## src/rtl/vga_sync_monitor.sv

```systemverilog
// vga_sync_monitor: checks an hsync/vsync/RGB stream against VGA timing, locks, and regenerates de/x/y plus a per-frame colour summary
// Ports: clk, rst_n (async active-low), pix_en (pixel tick), hsync/vsync (active-low), r/g/b (4b each)
//        -> locked, de, x (10b), y (9b), pix_rgb (12b), frame_done (1-clk pulse), frame_uniform, frame_color (12b), err_count (8b, saturating)
module vga_sync_monitor #(
  parameter int H_TOTAL     = 800,
  parameter int H_SYNC      = 96,
  parameter int H_ACT_START = 144,
  parameter int H_ACTIVE    = 640,
  parameter int V_TOTAL     = 525,
  parameter int V_SYNC      = 2,
  parameter int V_ACT_START = 35,
  parameter int V_ACTIVE    = 480,
  parameter int LOCK_FRAMES = 2
) (
  input  logic        clk,
  input  logic        rst_n,
  input  logic        pix_en,
  input  logic        hsync,
  input  logic        vsync,
  input  logic [3:0]  r,
  input  logic [3:0]  g,
  input  logic [3:0]  b,
  output logic        locked,
  output logic        de,
  output logic [9:0]  x,
  output logic [8:0]  y,
  output logic [11:0] pix_rgb,
  output logic        frame_done,
  output logic        frame_uniform,
  output logic [11:0] frame_color,
  output logic [7:0]  err_count
);
  typedef enum logic [1:0] {SEARCH, ACQUIRE, LOCKED} state_t;
  localparam logic [10:0] HT  = 11'(H_TOTAL);
  localparam logic [10:0] HS  = 11'(H_SYNC);
  localparam logic [10:0] VT  = 11'(V_TOTAL);
  localparam logic [9:0]  VS  = 10'(V_SYNC);
  localparam logic [9:0]  HA0 = 10'(H_ACT_START);
  localparam logic [9:0]  HA1 = 10'(H_ACT_START + H_ACTIVE - 1);
  localparam logic [9:0]  VA0 = 10'(V_ACT_START);
  localparam logic [9:0]  VA1 = 10'(V_ACT_START + V_ACTIVE - 1);
  localparam logic [7:0]  LF  = 8'(LOCK_FRAMES);
  // a missing hsync for two lines is a timeout; the 10-bit counter caps the threshold at its saturation value
  localparam logic [9:0]  TO  = (2 * H_TOTAL > 1023) ? 10'd1023 : 10'(2 * H_TOTAL);

  state_t state, state_n;
  logic hs_q, hs_p, vs_q, vs_lf;
  logic [11:0] rgb_q, cur_color, cur_n;
  logic [9:0] h_cnt, v_cnt, vs_lines, h_cnt_n, v_cnt_n, vs_lines_n, x_n;
  logic [8:0] y_n;
  logic [7:0] good_cnt, good_n, err_n;
  logic err_flag, err_flag_n, first, first_n, uniform, uniform_n;
  logic fall, rise, fs, line_err, width_err, frame_bad, timeout, done_n, de_n;

  assign locked = (state == LOCKED);

  // h_cnt is the position of the pixel being processed, with the hsync-fall pixel at 0,
  // so the old h_cnt at a fall/rise is one less than the line length / sync width
  always_comb begin
    fall       = hs_p & ~hs_q;
    rise       = ~hs_p & hs_q;
    fs         = fall & ~vs_q & vs_lf;
    line_err   = fall & ({1'b0, h_cnt} + 11'd1 != HT);
    width_err  = rise & ({1'b0, h_cnt} + 11'd1 != HS);
    frame_bad  = ({1'b0, v_cnt} + 11'd1 != VT) | (vs_lines != VS) | err_flag | line_err;
    h_cnt_n    = fall ? 10'd0 : h_cnt + {9'd0, h_cnt != 10'h3FF};
    v_cnt_n    = fs ? 10'd0 : v_cnt + {9'd0, fall & (v_cnt != 10'h3FF)};
    vs_lines_n = fs ? 10'd1 : vs_lines + {9'd0, fall & ~vs_q & (vs_lines != 10'h3FF)};
    err_flag_n = ~fs & (err_flag | line_err | width_err);
    timeout    = h_cnt_n >= TO;
    state_n    = state;
    good_n     = good_cnt;
    err_n      = err_count;
    done_n     = 1'b0;
    case (state)
      SEARCH: if (fs) state_n = ACQUIRE;
      ACQUIRE: if (fs) begin
        good_n = frame_bad ? 8'd0 : good_cnt + 8'd1;
        if (!frame_bad && good_cnt + 8'd1 >= LF) begin
          state_n = LOCKED;
          good_n  = 8'd0;
        end
      end
      LOCKED: if (line_err | width_err | (fs & frame_bad)) begin
        state_n = ACQUIRE;
        good_n  = 8'd0;
        err_n   = err_count + {7'd0, err_count != 8'hFF};
      end else done_n = fs;
      default: state_n = SEARCH;
    endcase
    if (timeout) begin
      state_n = SEARCH;
      good_n  = 8'd0;
    end
    de_n      = (state_n == LOCKED) && h_cnt_n >= HA0 && h_cnt_n <= HA1 && v_cnt_n >= VA0 && v_cnt_n <= VA1;
    x_n       = de_n ? h_cnt_n - HA0 : 10'd0;
    y_n       = de_n ? 9'(v_cnt_n - VA0) : 9'd0;
    first_n   = fs | (first & ~de_n);
    cur_n     = (de_n & first) ? rgb_q : cur_color;
    uniform_n = de_n ? (first | (uniform & (rgb_q == cur_color))) : uniform;
  end

  always_ff @(posedge clk or negedge rst_n)
    if (!rst_n) state <= SEARCH;
    else if (pix_en) state <= state_n;

  always_ff @(posedge clk or negedge rst_n)
    if (!rst_n) begin
      hs_q          <= 1'b1;
      hs_p          <= 1'b1;
      vs_q          <= 1'b1;
      vs_lf         <= 1'b1;
      rgb_q         <= '0;
      h_cnt         <= '0;
      v_cnt         <= '0;
      vs_lines      <= '0;
      err_flag      <= 1'b0;
      good_cnt      <= '0;
      err_count     <= '0;
      first         <= 1'b1;
      uniform       <= 1'b0;
      cur_color     <= '0;
      de            <= 1'b0;
      x             <= '0;
      y             <= '0;
      pix_rgb       <= '0;
      frame_done    <= 1'b0;
      frame_uniform <= 1'b0;
      frame_color   <= '0;
    end else begin
      frame_done <= pix_en & done_n;
      if (pix_en) begin
        hs_q      <= hsync;
        hs_p      <= hs_q;
        vs_q      <= vsync;
        vs_lf     <= fall ? vs_q : vs_lf;
        rgb_q     <= {r, g, b};
        h_cnt     <= h_cnt_n;
        v_cnt     <= v_cnt_n;
        vs_lines  <= vs_lines_n;
        err_flag  <= err_flag_n;
        good_cnt  <= good_n;
        err_count <= err_n;
        first     <= first_n;
        uniform   <= uniform_n;
        cur_color <= cur_n;
        de        <= de_n;
        x         <= x_n;
        y         <= y_n;
        pix_rgb   <= rgb_q;
        if (done_n) begin
          frame_color   <= cur_color;
          frame_uniform <= uniform;
        end
      end
    end
endmodule

```

## config.mk

```make
export PLATFORM = sky130hd
export DESIGN_NAME = vga_sync_monitor
export DESIGN_NICKNAME = d
export VERILOG_FILES = /design/src/rtl/vga_sync_monitor.sv
export SDC_FILE = /design/constraint.sdc
export NUM_CORES = 1
export LEC_CHECK = 0
export BUFFER_PORTS_ARGS = -buffer_cell sky130_fd_sc_hd__buf_4
export CAP_MARGIN = 30
export CORE_MARGIN = 2
export CORE_UTILIZATION = 55
export CTS_CLUSTER_DIAMETER = 120
export CTS_CLUSTER_SIZE = 40
export DETAILED_ROUTE_END_ITERATION = 10
export PLACE_DENSITY_LB_ADDON = 0.25
export SLEW_MARGIN = 20
export SYNTH_ARGS = -nofsm -noshare
export SYNTH_HDL_FRONTEND = slang
export SYNTH_SLANG_ARGS = --single-unit
```

## constraint.sdc

```tcl
create_clock -name clk -period 4.6 [get_ports clk]
set_input_delay 0.23 -clock clk [delete_from_list [all_inputs] [get_ports clk]]
set_output_delay 0.23 -clock clk [all_outputs]
set_load 0.1 [all_outputs]
```

* Word level (Yosys, flattened, before mapping)
Cells that the tools add are included.
** Cells by class
- Reduce and logical (&&, ||, !) cells :: 14
- Add/sub/neg operators :: 9
- Equality and inequality tests :: 14
- Bitwise logic cells :: 28
- Magnitude comparators :: 6
- Mux-type cells :: 19
** Operators by type and width (number)
- $mux 10 :: 4
- $mux 8 :: 5
- $add 10x1->10 :: 3
- $ne 10x10->1 const B :: 3
- $add 10x1->11 const B :: 2
- $ne 11x10->1 const B :: 2
- $le 10x10->1 const B :: 2
- $pmux 8 s2 :: 1
- $and 1x1->1 :: 14
- $eq 12x12->1 :: 1
- $ne 11x7->1 const B :: 1
- $ge 10x10->1 const B :: 1
- $ge 10x6->1 const B :: 1
- $ge 10x8->1 const B :: 1
- $mux 2 :: 5
- $ne 10x2->1 const B :: 1
- $sub 10x8->10 const B :: 1
- $mux 9 :: 1
- $or 1x1->1 :: 9
- $sub 9x6->9 const B :: 1
- $add 8x1->8 :: 1
- $add 8x1->8 const B :: 1
- $ge 8x2->1 const B :: 1
- $ne 8x8->1 const B :: 1
- 14 further kinds :: 27
** Word-level totals
- Input bits :: 17
- Word-level logic and storage cells :: 112
- Register bits after elaboration :: 125
- Output and inout port bits :: 55

* Longest topological paths before layout
- Depth in word-level cells :: 19
- Mapped depth :: 16
- Mapped depth without buffers :: 14

* Worst setup path after synthesis
Ideal clock, no wire load.
- Path type :: register to register
- From :: reg h_cnt[2]
- To :: reg cur_color[10]
- Arrival time :: 3.667 ns
- Cell stages (with the launch flop) :: 17
- Setup slack :: 0.808 ns
- Cell sequence :: dfrtp_1 > buf_6 > nand4_1 > or3_1 > ha_1 > ha_1 > and3_1 > xnor2_1 > nor2_1 > ha_1 > nand4_1 > a2111oi_2 > a211oi_1 > a211oi_1 > nand4_2 > buf_6 > mux2_4
** Between the ends
- Elaborated cells on any way between the ends :: 29
- Those cells by class :: add/sub: 2; order compare: 3; eq/ne: 4; mux: 6; bitwise: 7; reduce/logical: 7
** RTL lines
- from (decl) :: RTL line 49 : logic [9:0] h_cnt, v_cnt, vs_lines, h_cnt_n, v_cnt_n, vs_lines_n, x_n;
- from (signal assigned) :: RTL line 138 : h_cnt <= h_cnt_n;
- $ne 10x10->1 :: RTL line 66 : h_cnt_n = fall ? 10'd0 : h_cnt + {9'd0, h_cnt != 10'h3FF};
- $add 10x1->10 (*) :: RTL line 66
- $mux 10 (*) :: RTL line 66
- net h_cnt_n[4] :: RTL line 49
- $ge 10x10->1 :: RTL line 70 : timeout = h_cnt_n >= TO;
- $mux 2 :: RTL line 91 : if (timeout) begin
- $eq 2x2->1 :: RTL line 95 : de_n = (state_n == LOCKED) && h_cnt_n >= HA0 && h_cnt_n <= HA1 && v_cnt_n >= VA0 && v_cnt_n <= VA1;
- $logic_and 1x1->1 :: RTL line 95
- $logic_and 1x1->1 (*) (3 in a row) :: RTL line 95
- $and 1x1->1 (*) :: RTL line 99 : cur_n = (de_n & first) ? rgb_q : cur_color;
- $reduce_and 2->1 (no line) (*)
- to (signal assigned) :: RTL line 146 : cur_color <= cur_n;
- to (decl) :: RTL line 48 : logic [11:0] rgb_q, cur_color, cur_n;
Mark *: on every way through the listed nets, which the timed path passes. The rest lies on a longest branch.
A chain may end at the register's enable or synchronous reset.

* Worst setup path after layout
- From :: reg h_cnt[2]
- To :: reg cur_color[7]
Same word-level chain as after synthesis.

==> impl_results.md <==
* Yosys top cell area share at 46.2%
* First-pass GRT wire length at 24.1 mm
* Synth top area cells: dfrtp_1 46%, mux2_2 7.5%, nand2_1 4.5%
* Layout Skew at 6.18 ps
* Max VDD drop at 348 uV
* CP arrival at 4530 ps
* Clk sinks at 125
* Final Power at 3.17 mW
* Placer Congestion at 0.889
* Register area at 0.00313 mm2
* Syn_area_per_cell at 10.7 um2
* Grt total ovfl at 0
* Ant. Diodes at 0
* Vias in the first global route at 4827
* Critical-path cell list: nand4_1 -> or3_1 -> ha_1 -> ha_1 -> and3_1 -> xnor2_1 -> nor2_2 -> ha_1 -> nand4_1 -> a2111oi_2 -> a211oi_1 -> a211oi_1 -> nand4_2 -> buf_4 -> mux2_4
* PwrDens at 414 mW/mm2
* Number of fill cells in the layout at 889
* Gate Count Post-Synth at 607
* Via count at 4921
* Total track usage at 23.9%
* Area of the multi-input gates at 0.00311 mm2
* Synth area leader: dfrtp_1
* Die width at 113 um
* First-pass iteration count of the detailed router at 5
* CTS H-tree lvls at 4
* Pin count of the biggest net entering global routing at 70
* Clock Tree Root: clkbuf_16
* Layout Utilization at 66.8%
* Placed Area at 0.00710 mm2
* Worst r2r src: h_cnt[2]
* Fin Setup TNS at 0 ps
* Worst slew pin tran at 804 ps
* Relative slew slack at 46.0%
* Maximum clock path buffer count at 2
* Final Max Tran Viols at 0
* Number of max-cap violations at 0
* Pleak at 3.58 nW
* CP Class: flip-flop to flip-flop
* Async S/R FF share, synth at 100%
* CP Launch Point: h_cnt[2]
* Final Cell Area at 0.00766 mm2
* Hold crit path type: primary input to flip-flop
* Post-DR vias/cell at 5.94
* # port buffers at 71
* Synth Cell Area at 0.00650 mm2
* CTS tree: built
* WL/cell at 17.6 um
* Routed Antenna Nets at 0
* Core Footprint at 0.0115 mm2
* Syn_nets at 640
* Tmin final at 4230 ps
* CP most frequent cell: ha_1
* Synth Warn # at 0
* # rows at 39
* Crit. End Element: flip-flop
* Main synth FF type: dfrtp_1
* Number of synthesized register bits at 125
* HP Start: g[3]
* Max Fclk at 236 MHz
* Distinct cells, synth at 72
* Post-Route WL at 14.6 mm
* Final Cycle Share at 92.0%
* Antenna violations before repair at 0
* Setup Buffers After CTS at 0
* Worst path max stage delay at 510 ps
* EDFF count, synth at 0
* Register area share after synthesis at 48.2%
* Detailed Route Iter0 Violations at 359
* RSZ-0062 raised after global routing: no
* Outcome: finished, final reports clean
* Final non-filler cell total at 828
* Initial Utilization at 56.7%
* Cts bufs inserted at 17
* Area of the die at 0.0127 mm2
* Share of layout cells above drive strength 1 at 27.0%
* Critical path's slowest cell: dfrtp_1
* Top Ports at 72
* Largest fanout on the critical path at 13
* DP Cell Count at 796
* Setup Viol. Count Final at 0
* Final hold viol count at 0
* CP startpoint kind: flip-flop
* Clk_lat worst skew at 410 ps
* Die height at 113 um
* Drt drc at 0
* Area Overhead vs Synth at 17.9%
* Clock Pin Slew Worst Setup and Hold Paths at 50 ps
* CP required at 4900 ps
* Nets at 706
* HPWL Detailed at 10.1 mm
==> Yosys cell counts (11+ instances only) <==
| master | n |
|---|---|
| nand2_1 | 78 |
| nor3_1 | 11 |
| inv_1 | 17 |
| o21ai_0 | 24 |
| dfrtp_1 | 120 |
| ha_1 | 16 |
| mux2_2 | 43 |
| nand3_1 | 24 |
| clkbuf_1 | 15 |
| a21oi_1 | 19 |
| xnor2_1 | 32 |
| o2bb2ai_1 | 21 |
| nand4_1 | 18 |
| nor2_1 | 25 |
==> report_power, final <==
part	internal [mW]	total, mW	switching (mW)
clock network	0.793	1.25	0.455
registers	1.19	1.31	0.122
logic	0.217	0.611	0.394
==> cells in the final DEF, fill, tap and decap left out, types with 17 or more instances in the layout <==
cell and n:
a21oi_1 19, dfrtp_1 120, nor2_1 24, o2bb2ai_1 21, nand2_1 78, inv_1 17
xnor2_1 32, nand4_1 18, clkbuf_16 17, nand3_1 24, mux2_2 43, o21ai_0 24
buf_4 78
==> final cells by class <==
| class | instances | share of cell area (%) |
|---|---|---|
| clock inverters | 6 | 0.784 |
| clock buffers | 25 | 6.46 |
| inverters | 17 | 0.833 |
| multi-input cells | 432 | 40.6 |
| flip-flops and latches | 125 | 40.9 |
| well taps | 143 | 2.33 |
| repair buffers | 80 | 8.13 |
==> cell families (layout without fill, tap and decap cells) <==
kind of cell               Yosys count  after routing  share of synthesized area (%)
adders and majority gates           16             16                           3.08
xor gates and xnor gates            41             41                           5.53
buffers and inverters               50            128                           3.97
and+or+nand+nor                    219            219                           17.9
AOI/OAI and AO/OA                  102            102                           11.5
muxes                               54             54                           9.84
DFF                                125            125                           48.2
==> final timing paths <==
| kind | to | slack, ps | cells after the start |
|---|---|---|---|
| worst max register to register | cur_color[7] | 370 | 15 |
| worst min register to register | frame_color[6] | 480 | 2 |
| min in group asynchronous | vs_lines[3] | 340 | 2 |
| worst max-delay path | cur_color[7] | 370 | 15 |
| max in group asynchronous | first | 3330 | 3 |
| worst min-delay path | rgb_q[7] | 50 | 2 |
==> flip-flops by register name, summed over array words and instances, names as in the netlist, 10 cells and up <==
name,count
x,10
v_cnt,10
cur_color,12
frame_color,12
h_cnt,10
pix_rgb,12
rgb_q,12
vs_lines,10
==> critical path: cells and delay by family (launching register included) <==
family,cells,cell delay (ps)
buffers and inverters,1,230
XOR/XNOR,1,150
AND/OR/NAND/NOR,6,1370
multiplexers,1,320
flip-flops,1,510
AO/OA/AOI/OAI,3,800
adder cells (fa/ha/maj),3,730
==> stage by stage <==
stage / hold slack (ps) / setup WS (ps)
2_1_floorplan: -65.6 / 808
3_3_place_gp: 460 / 532
3_5_place_dp: 250 / 343
4_1_cts: 35.8 / 310
5_1_grt: 33.4 / 54.2
6_report: 47.6 / 367
==> layer usage <==
layer  track usage [%]  vias up  share of wire (%)
li1                  -     2317                  -
met1              32.3     2443                 45
met2              37.7      142                 49
met3              6.43       19                4.8
met4              8.13        0                1.5
met5                 0        -                  0
==> timing repair <==
action | 4_1_cts | 5_1_grt
hold buffers | 1 | 0
endpoints found under the hold margin | 39 | 0
resized for setup | 0 | 1
setup endpoints to repair | 0 | 12
No activity file was read; power rests on OpenSTA's default activity.
